<file path="src/rtl/mem_access_unit_pkg.sv">
// Shared types and constants for the load/store unit and its data-cache channel.
package mem_access_unit_pkg;

  localparam int XLEN = 32;

  localparam logic [1:0] SZ_BYTE = 2'b00;
  localparam logic [1:0] SZ_HALF = 2'b01;
  localparam logic [1:0] SZ_WORD = 2'b10;

  typedef enum logic [1:0] {
    LSU_IDLE = 2'b00,
    LSU_REQ  = 2'b01,
    LSU_WAIT = 2'b10,
    LSU_DONE = 2'b11
  } lsu_state_e;

  typedef struct packed {
    logic            valid;
    logic            we;
    logic [XLEN-1:0] addr;
    logic [XLEN-1:0] wdata;
    logic [3:0]      wstrb;
  } dreq_t;

  typedef struct packed {
    logic            valid;
    logic [XLEN-1:0] data;
  } dres_t;

endpackage

</file>
<file path="src/rtl/mem_access_unit_if.sv">
// Data-cache request/response channel between the LSU (master) and the cache (slave).
interface mem_access_unit_if;
  import mem_access_unit_pkg::*;

  dreq_t dreq;
  logic  dreq_ready;
  dres_t dres;

  modport master (
    output dreq,
    input  dreq_ready,
    input  dres
  );

  modport slave (
    input  dreq,
    output dreq_ready,
    output dres
  );

endinterface

</file>
<file path="src/rtl/mem_access_unit_align.sv">
// Combinational lane logic: store strobes/replication, misalignment and load extraction.
module mem_access_unit_align
  import mem_access_unit_pkg::*;
(
  input  logic [1:0]      req_off_i,
  input  logic [1:0]      req_size_i,
  input  logic [XLEN-1:0] req_wdata_i,
  output logic [3:0]      req_wstrb_o,
  output logic [XLEN-1:0] req_wdata_o,
  output logic            req_misalign_o,
  input  logic [1:0]      rsp_off_i,
  input  logic [1:0]      rsp_size_i,
  input  logic            rsp_unsigned_i,
  input  logic [XLEN-1:0] rsp_raw_i,
  output logic [XLEN-1:0] rsp_data_o
);

  logic [XLEN-1:0] rsp_shift;

  always_comb begin
    req_wstrb_o    = 4'b1111;
    req_wdata_o    = req_wdata_i;
    req_misalign_o = 1'b0;
    case (req_size_i)
      SZ_BYTE: begin
        req_wstrb_o = 4'b0001 << req_off_i;
        req_wdata_o = {4{req_wdata_i[7:0]}};
      end
      SZ_HALF: begin
        req_wstrb_o    = 4'b0011 << req_off_i;
        req_wdata_o    = {2{req_wdata_i[15:0]}};
        req_misalign_o = req_off_i[0];
      end
      // Reserved size 11 behaves as a word access.
      default: begin
        req_misalign_o = (req_off_i != 2'b00);
      end
    endcase
  end

  always_comb begin
    rsp_shift  = rsp_raw_i >> {rsp_off_i, 3'b000};
    rsp_data_o = rsp_shift;
    case (rsp_size_i)
      SZ_BYTE: rsp_data_o = rsp_unsigned_i ? {24'h0, rsp_shift[7:0]}
                                           : {{24{rsp_shift[7]}}, rsp_shift[7:0]};
      SZ_HALF: rsp_data_o = rsp_unsigned_i ? {16'h0, rsp_shift[15:0]}
                                           : {{16{rsp_shift[15]}}, rsp_shift[15:0]};
      default: rsp_data_o = rsp_shift;
    endcase
  end

endmodule

</file>
<file path="src/rtl/mem_access_unit.sv">
// MEM-stage load/store unit: one outstanding data-cache access, data-miss stall and load formatting.
module mem_access_unit
  import mem_access_unit_pkg::*;
(
  input  logic                clk_i,
  input  logic                rst_ni,
  input  logic                ld_en_i,
  input  logic                st_en_i,
  input  logic [1:0]          rw_size_i,
  input  logic                ld_unsigned_i,
  input  logic [XLEN-1:0]     addr_i,
  input  logic [XLEN-1:0]     wdata_i,
  input  logic                flush_i,
  mem_access_unit_if.master   dbus,
  output logic [XLEN-1:0]     read_data_o,
  output logic                dmiss_stall_o,
  output logic                ld_misalign_o,
  output logic                st_misalign_o
);

  lsu_state_e      state_q, state_d;
  logic            kill_q, kill_d;
  logic [XLEN-1:0] addr_q, addr_d;
  logic [1:0]      size_q, size_d;
  logic            uns_q, uns_d;
  logic            we_q, we_d;
  logic [XLEN-1:0] wdata_q, wdata_d;
  logic [3:0]      wstrb_q, wstrb_d;
  logic [XLEN-1:0] read_data_q, read_data_d;

  logic [3:0]      al_wstrb;
  logic [XLEN-1:0] al_wdata;
  logic            al_misalign;
  logic [XLEN-1:0] al_rdata;
  logic            acc_ok;
  logic            stall;

  // Request side sees the live instruction; response side sees the latched access.
  mem_access_unit_align u_align (
    .req_off_i      (addr_i[1:0]),
    .req_size_i     (rw_size_i),
    .req_wdata_i    (wdata_i),
    .req_wstrb_o    (al_wstrb),
    .req_wdata_o    (al_wdata),
    .req_misalign_o (al_misalign),
    .rsp_off_i      (addr_q[1:0]),
    .rsp_size_i     (size_q),
    .rsp_unsigned_i (uns_q),
    .rsp_raw_i      (dbus.dres.data),
    .rsp_data_o     (al_rdata)
  );

  assign ld_misalign_o = ld_en_i & al_misalign;
  assign st_misalign_o = st_en_i & al_misalign;
  assign acc_ok        = (ld_en_i | st_en_i) & ~al_misalign & ~flush_i;

  always_comb begin
    state_d     = state_q;
    kill_d      = kill_q;
    addr_d      = addr_q;
    size_d      = size_q;
    uns_d       = uns_q;
    we_d        = we_q;
    wdata_d     = wdata_q;
    wstrb_d     = wstrb_q;
    read_data_d = read_data_q;
    stall       = 1'b0;
    case (state_q)
      LSU_IDLE: begin
        kill_d = 1'b0;
        if (acc_ok) begin
          stall   = 1'b1;
          addr_d  = addr_i;
          size_d  = rw_size_i;
          uns_d   = ld_unsigned_i;
          we_d    = st_en_i;
          wdata_d = al_wdata;
          wstrb_d = st_en_i ? al_wstrb : 4'b0000;
          state_d = LSU_REQ;
        end
      end
      LSU_REQ: begin
        stall = 1'b1;
        if (flush_i) kill_d = 1'b1;
        if (dbus.dreq_ready) state_d = LSU_WAIT;
      end
      LSU_WAIT: begin
        stall = 1'b1;
        if (flush_i) kill_d = 1'b1;
        // A flush coinciding with the response still kills the access.
        if (dbus.dres.valid) begin
          if (kill_q | flush_i) begin
            state_d = LSU_IDLE;
          end else begin
            if (!we_q) read_data_d = al_rdata;
            state_d = LSU_DONE;
          end
        end
      end
      default: begin
        state_d = LSU_IDLE;
      end
    endcase
  end

  always_ff @(posedge clk_i or negedge rst_ni) begin
    if (!rst_ni) begin
      state_q     <= LSU_IDLE;
      kill_q      <= 1'b0;
      addr_q      <= '0;
      size_q      <= SZ_BYTE;
      uns_q       <= 1'b0;
      we_q        <= 1'b0;
      wdata_q     <= '0;
      wstrb_q     <= 4'b0000;
      read_data_q <= '0;
    end else begin
      state_q     <= state_d;
      kill_q      <= kill_d;
      addr_q      <= addr_d;
      size_q      <= size_d;
      uns_q       <= uns_d;
      we_q        <= we_d;
      wdata_q     <= wdata_d;
      wstrb_q     <= wstrb_d;
      read_data_q <= read_data_d;
    end
  end

  assign dbus.dreq.valid = (state_q == LSU_REQ);
  assign dbus.dreq.we    = we_q;
  assign dbus.dreq.addr  = {addr_q[XLEN-1:2], 2'b00};
  assign dbus.dreq.wdata = wdata_q;
  assign dbus.dreq.wstrb = wstrb_q;

  assign read_data_o   = read_data_q;
  assign dmiss_stall_o = stall;

endmodule
</file>
<file path="src/flat_wrapper.sv">
// flat-port wrapper written by rule: the top's interface ports become plain ports
module mem_access_unit_flat import mem_access_unit_pkg::*;
  (clk_i, rst_ni, ld_en_i, st_en_i, rw_size_i, ld_unsigned_i, addr_i, wdata_i, flush_i, read_data_o, dmiss_stall_o, ld_misalign_o, st_misalign_o, dbus_dreq, dbus_dreq_ready, dbus_dres);
  mem_access_unit_if dbus_i ();
  input  logic clk_i;
  input  logic rst_ni;
  input  logic ld_en_i;
  input  logic st_en_i;
  input  logic [1:0] rw_size_i;
  input  logic ld_unsigned_i;
  input  logic [XLEN-1:0] addr_i;
  input  logic [XLEN-1:0] wdata_i;
  input  logic flush_i;
  output logic [XLEN-1:0] read_data_o;
  output logic dmiss_stall_o;
  output logic ld_misalign_o;
  output logic st_misalign_o;
  output wire logic [$bits(dbus_i.dreq)-1:0] dbus_dreq;
  input wire logic [$bits(dbus_i.dreq_ready)-1:0] dbus_dreq_ready;
  input wire logic [$bits(dbus_i.dres)-1:0] dbus_dres;
  assign dbus_dreq = dbus_i.dreq;
  assign dbus_i.dreq_ready = dbus_dreq_ready;
  assign dbus_i.dres = dbus_dres;
  mem_access_unit u_core (.clk_i(clk_i), .rst_ni(rst_ni), .ld_en_i(ld_en_i), .st_en_i(st_en_i), .rw_size_i(rw_size_i), .ld_unsigned_i(ld_unsigned_i), .addr_i(addr_i), .wdata_i(wdata_i), .flush_i(flush_i), .dbus(dbus_i), .read_data_o(read_data_o), .dmiss_stall_o(dmiss_stall_o), .ld_misalign_o(ld_misalign_o), .st_misalign_o(st_misalign_o));
endmodule
</file>
<file path="config.mk">
export PLATFORM = sky130hd
export DESIGN_NAME = mem_access_unit_flat
export DESIGN_NICKNAME = d
export VERILOG_FILES = /design/src/rtl/mem_access_unit_pkg.sv /design/src/rtl/mem_access_unit_if.sv /design/src/rtl/mem_access_unit_align.sv /design/src/rtl/mem_access_unit.sv /design/src/flat_wrapper.sv
export SDC_FILE = /design/constraint.sdc
export NUM_CORES = 1
export LEC_CHECK = 0
export CAP_MARGIN = 20
export CORE_AREA = 8 8 119 121
export CTS_CLUSTER_DIAMETER = 150
export CTS_CLUSTER_SIZE = 30
export DETAILED_ROUTE_END_ITERATION = 10
export DIE_AREA = 0 0 127 129
export GPL_TIMING_DRIVEN = 0
export PLACE_DENSITY = 0.77
export SETUP_SLACK_MARGIN = 0.2
export SLEW_MARGIN = 20
export SYNTH_ARGS = -nofsm -noshare
export SYNTH_HDL_FRONTEND = slang
export SYNTH_SLANG_ARGS = --single-unit
</file>
<file path="constraint.sdc">
create_clock -name clk_i -period 3.15 [get_ports clk_i]
set_input_delay 0.315 -clock clk_i [delete_from_list [all_inputs] [get_ports clk_i]]
set_output_delay 0.315 -clock clk_i [all_outputs]
set_load 0.05 [all_outputs]
</file>
== Word-level counts from Yosys, hierarchy flattened ==
Index checks and enable logic that the tools add are counted.

* $mul: 0
* Reductions and logical operators: 10
* $lt $le $gt $ge: 0
* Shifts and indexed selects: 3
* Add/sub/neg operators: 0
* Multiplexer cells: 16
* Equality and inequality tests: 8
* Bitwise logic cells: 10
* Divide/modulo/power cells: 0

{| class="wikitable"
|+ Operator list
! operator !! count
|-
| 32-bit case mux with 2 select lines || 2
|-
| 32-bit two-way mux || 2
|-
| 32-bit by 5-bit right shift with 32-bit output || 1
|-
| 2-bit two-way mux || 4
|-
| 4-bit case mux with 2 select lines || 1
|-
| 2-bit by 1-bit equality test with 1-bit output, second input constant || 3
|-
| 2-bit logical NOT || 3
|-
| 2-bit by 1-bit != test with 1-bit output, second input constant || 3
|-
| 1-bit case mux with 2 select lines || 3
|-
| 2-bit case mux with 3 select lines || 1
|-
| 1-bit AND || 4
|-
| 4-bit two-way mux || 1
|-
| 1-bit NOT || 4
|-
| 2-bit AND reduction || 2
|-
| 4-bit AND reduction || 1
|-
| 2-bit nonzero test || 2
|-
| 1-bit by 2-bit << shifter with 4-bit output, first input constant || 1
|-
| 2-bit by 2-bit << shifter with 4-bit output, first input constant || 1
|-
| 3-bit AND reduction || 1
|-
| 2-bit equality test, second input constant || 1
|-
| 1-bit two-way mux || 2
|-
| 2-bit != test, second input constant || 1
|-
| 1-bit bitwise OR || 2
|-
| 2-bit OR reduction || 1
|}

* Bits in latches: 0
* Logic and storage cells: 56
* Output and inout bits: 105
* Memories: 0
* ROM bits: 0
* RAM bits: 0
* Register bits: 107

== Logic depth before layout (Yosys ltp) ==
* Depth in word-level cells: 7
* Gate-level depth with buffers: 7
* Depth with buffers taken out: 6

== Cells and area by module ==
Synthesis repeated with hierarchy kept, for this count alone.

* Cells, all modules: 458
* Area, all modules: 5685.5 µm²

{| class="wikitable"
|+ Modules (own cells, without submodules)
! module !! times used !! cells an instance !! seq. area each (µm²) !! area each (µm²)
|-
| mem_access_unit || 1 || 291 || 2677.6 || 4444.3
|-
| mem_access_unit_align || 1 || 167 || 0.0 || 1241.2
|}

== Worst setup path after synthesis ==
Ideal clock, no wire load.

* Path kind: reg-to-output
* Start point: reg u_core.state_q[0]
* End point: out dmiss_stall_o
* Cell stages (with the launch flop): 6
* Buffers on the path: 1
* Data arrival time: 2.029 ns
* Setup slack: 0.806 ns
* Path through: dfrtp_1 inv_1 ha_1 nand4_1 clkbuf_1 a21oi_1

* Word-level cells in the longest chain between the ends: 3

{| class="wikitable"
|+ Ends and longest elaborated chain
! what !! RTL line !! RTL
|-
| start, declared || mem_access_unit.sv:21 || <nowiki>lsu_state_e state_q, state_d;</nowiki>
|-
| start signal, assigned || mem_access_unit.sv:118 || <nowiki>state_q <= state_d;</nowiki>
|-
| 2-bit by 1-bit equality test with 1-bit output or 2-bit equality test (tied branches) || mem_access_unit.sv:68 || <nowiki>case (state_q)</nowiki>
|-
| 2-bit OR reduction (no line) || - ||
|-
| 1-bit case mux with 2 select lines (*) || mem_access_unit.sv:68 ||
|-
| end, declared || flat_wrapper.sv:15 || <nowiki>output logic dmiss_stall_o;</nowiki>
|}

Every way passes the cells marked *; elsewhere a longest branch is shown, timed or not.

== Worst setup path in the final report ==
Ends and elaborated chain as after synthesis.

==> run_results.csv <==
group,metric,value,unit
clocking,cts_buffers,9,
global_route,antenna_found_initial,0,
finish,diodes,0,
die,ios,211,
logic_synthesis,yosysSeqAreaShare,49.62,%
finish,fillers,1027,
placement,gp_congestion,0.8569,
critical_path,cp-start-kind,"register",
global_route,grt_pass1_wl,27570,um
die,coreArea,0.01231,mm^2
critical_path,path_depth,6,
critical_path,crit_required,2830,ps
finish,syn2layout_area_growth,47.58,%
die,die_w,127,um
timing,fmax,373.8,MHz
placement,dpl.hpwl,13670,um
die,rows,41,
timing,max_slew.worst_pin.slew,836.3,ps
route,antenna_left,0,
hold_path,min-delay-start,"u_core.addr_q[10]$_DFFE_PN0P_",
critical_path,crit_type,"register to primary output",
run,drv_cap,0,
route,drt_iter0_drc,442,
critical_path,slowest_delay,560,ps
critical_path,path_cells,"inv_1 > ha_1 > nand4_1 > clkbuf_1 > a21oi_1 > dlygate4sd2_1",
timing,layout_setup_ws,474.4,ps
power_and_ir_drop,p_sw_share,49.82,%
power_and_ir_drop,p_sw,0.004575,W
logic_synthesis,synth-edff-count,0,
logic_synthesis,synth_seq_cells,107,
critical_path,r2r_cells,6,
clocking,insertion_delay,340,ps
route,drc,0,
global_route,grt.overflow.total,0,
critical_path,critPathSlowestCell,"dlygate4sd2_1",
placement,placedCellCount,934,
finish,final_core_utilization,64.69,%
route,wl,17550,um
critical_path,worstReg2RegEnd,"u_core.read_data_o[3]$_DFFE_PN0P_",
clocking,clk_pin_slew,70,ps
power_and_ir_drop,powerDensity,1153,mW/mm^2
route,wl_per_cell,18.44,um
critical_path,cp.arrival,2360,ps
critical_path,endpoint_kind,"primary output",
logic_synthesis,synth_ff_type,"dfrtp_1",
logic_synthesis,async_flop_share,100.0,%
finish,layout-drive-gt1-share,11.97,%
global_route,grt_pass1_vias,5344,
finish,nets,907,
power_and_ir_drop,p_clk_share,11.1,%
placement,portBuffers,208,
critical_path,critPathMaxFanout,10,
logic_synthesis,synth.avg_cell_area,9.401,um^2
power_and_ir_drop,p_int,0.004608,W
timing,finalSetupViolations,0,
logic_synthesis,yosys.area.top_type,"dfrtp_1",
clocking,clock-sinks,107,
timing,slew_violations,0,
critical_path,timing.rr.start,"u_core.state_q[0]$_DFFE_PN0P_",
clocking,clockBufferDepth,2,
hold_path,holdPathEnd,"u_core.addr_q[10]$_DFFE_PN0P_",
clocking,htree_num_levels,3,
route,vias,4958,
power_and_ir_drop,pwr-share-seq,26.6,%
clocking,clock_tree.root_cell,"clkbuf_16",
power_and_ir_drop,combinationalPowerShare,62.3,%
die,design.die.area,0.01638,mm^2
placement,post-place-ws,-340.1,ps
timing,relSlewSlack,44.04,%
hold_path,whs_path_depth,2,
clocking,cts_tree,"yes",
timing,period_share,84.94,%
global_route,grt_usage,21.11,%
critical_path,r2r_slack,890,ps
hold_path,hold_path.class,"register to register",
logic_synthesis,synth_area_leaders,"dfrtp_1, nand2_1, mux2i_1",
timing,rsz0062_at_grt,"false",
run_status,status,"complete, no violations",
route,vias_per_cell,5.208,
finish,post_layout_nonfiller_instances,952,
timing,fin_crit,2676,ps
power_and_ir_drop,finalPower,0.009183,W
global_route,grt_max_degree,66,
timing,hold_viol_final,0,
die,start_util,43.83,%
die,die_height,129,um
logic_synthesis,ys_types,40,
timing,skew,5.252,ps
logic_synthesis,synth_cells,574,
route,drtPass1Iterations,5,
critical_path,crit_buf_inv,3,
timing,hold_slack,475.0,ps
logic_synthesis,syn_area,0.005396,mm^2
power_and_ir_drop,p_leak,3.707,nW
logic_synthesis,yosysTopAreaCellShare,49.62,%
logic_synthesis,synth_warnings,0,
power_and_ir_drop,ir_drop,0.7743,mV
critical_path,crit_family,"buffers and inverters",
## kinds of logic (layout without fill, tap and decap cells)
group,after synthesis,after routing,synth area share (%)
other,1,2,0.06949
multiplexers,54,54,10.50
AND/OR/NAND/NOR,246,246,19.57
buffers and inverters,72,299,7.953
AO/OA/AOI/OAI,90,90,11.36
adder cells (fa/ha/maj),4,4,0.9275
flip-flops,107,107,49.62
## worst reg2reg max path: cells and delay by family, from the launching register on
family	cells	cell delay, ps
AND/OR/NAND/NOR	2	750
adder cells (fa/ha/maj)	1	210
multiplexers	1	350
buffers and inverters	2	430
flip-flops	1	410
## worst max-delay path by stage
stage | start | end | slack (ps)
after global routing | u_core.state_q[0]$_DFFE_PN0P_ | dmiss_stall_o | 330
after global placement | rst_ni | u_core.addr_q[22]$_DFFE_PN0P_ | -2240
final | u_core.state_q[0]$_DFFE_PN0P_ | dmiss_stall_o | 470
after floorplan | u_core.state_q[0]$_DFFE_PN0P_ | dmiss_stall_o | 810
after CTS | u_core.state_q[0]$_DFFE_PN0P_ | dmiss_stall_o | 430
after detailed placement | addr_i[0] | dmiss_stall_o | -340
## flip-flops by register name, indices dropped and copies added, names as in the netlist
| signal | count |
|---|---|
| u_core.addr_q | 32 |
| u_core.wdata_q | 32 |
| u_core.state_q | 2 |
| u_core.read_data_o | 32 |
| u_core.kill_q | 1 |
| u_core.we_q | 1 |
| u_core.size_q | 2 |
| u_core.uns_q | 1 |
| u_core.wstrb_q | 4 |
## cell usage after synthesis, types with 4 or more instances
library cell,number
clkbuf_1,16
buf_2,13
o21ai_1,8
a21oi_1,20
mux2_2,7
a211oi_1,7
a21oi_2,8
nand2_1,188
dfrtp_1,107
o2bb2ai_1,8
o311ai_0,6
nor2_1,22
ha_1,4
nand3_2,8
buf_4,34
nand3_1,9
inv_1,5
mux2i_1,45
o21ai_0,24
nor2b_1,9
## power groups by stage
stage / Combinational, W / Clock, W / Sequential [W]
floorplan: 0.00240 / 0 / 0.00384
global placement: 0.00566 / 0 / 0.00243
detailed placement: 0.00575 / 0 / 0.00246
CTS: 0.00576 / 0.00104 / 0.00245
global route: 0.00604 / 0.00109 / 0.00253
finish: 0.00572 / 0.00102 / 0.00245
## final cells by class
type	instances	area [um^2]	area share [%]
plain buffers	67	410.4	5.153
clock buffers	14	244.0	3.064
clock inverters	2	12.51	0.1571
inverters	5	18.77	0.2357
multi-input cells	396	2293	28.80
flip-flops and latches	107	2678	33.62
well taps	150	187.7	2.357
repair buffers	211	2120	26.61
## layout by cell type (no fill, tap or decap), types with 7 or more instances in the layout
cell type / Yosys / final
a21oi_2: 8 / 8
a21oi_1: 20 / 20
nand3_2: 8 / 8
nand2_1: 188 / 188
buf_2: 13 / 13
nor2_1: 22 / 22
buf_4: 34 / 35
o2bb2ai_1: 8 / 8
dfrtp_1: 107 / 107
clkdlybuf4s50_1: 0 / 206
a211oi_1: 7 / 7
nand3_1: 9 / 9
o21ai_1: 8 / 8
clkbuf_1: 16 / 21
clkbuf_16: 0 / 9
mux2_2: 7 / 7
nor2b_1: 9 / 9
o21ai_0: 24 / 24
mux2i_1: 45 / 45
## per-stage QoR
step,setup TNS (ps),cell area (um^2)
detailed placement,-340.1,7691
global placement,-239480,7670
floorplan,0,5400
global route,0,7964
finish,0,7964
CTS,0,7964
## timing repair
action | 4_1_cts | 5_1_grt
endpoints found under the setup margin | 1 | 0
gates resized for setup | 1 | 0
endpoints found under the hold margin | 32 | 0
setup buffers | 1 | 0
hold buffers | 1 | 0
## layer usage
metal	vias to the layer above	track usage (%)	wire (um)	share of wire [%]
met5	-	0	0	0
met4	0	6.438	299	1.7
met3	26	9.640	1960	11
met2	225	35.89	8580	49
met1	2373	23.23	6712	38
li1	2334	-	-	-
Note: power is estimated with default switching activity, not from simulation.
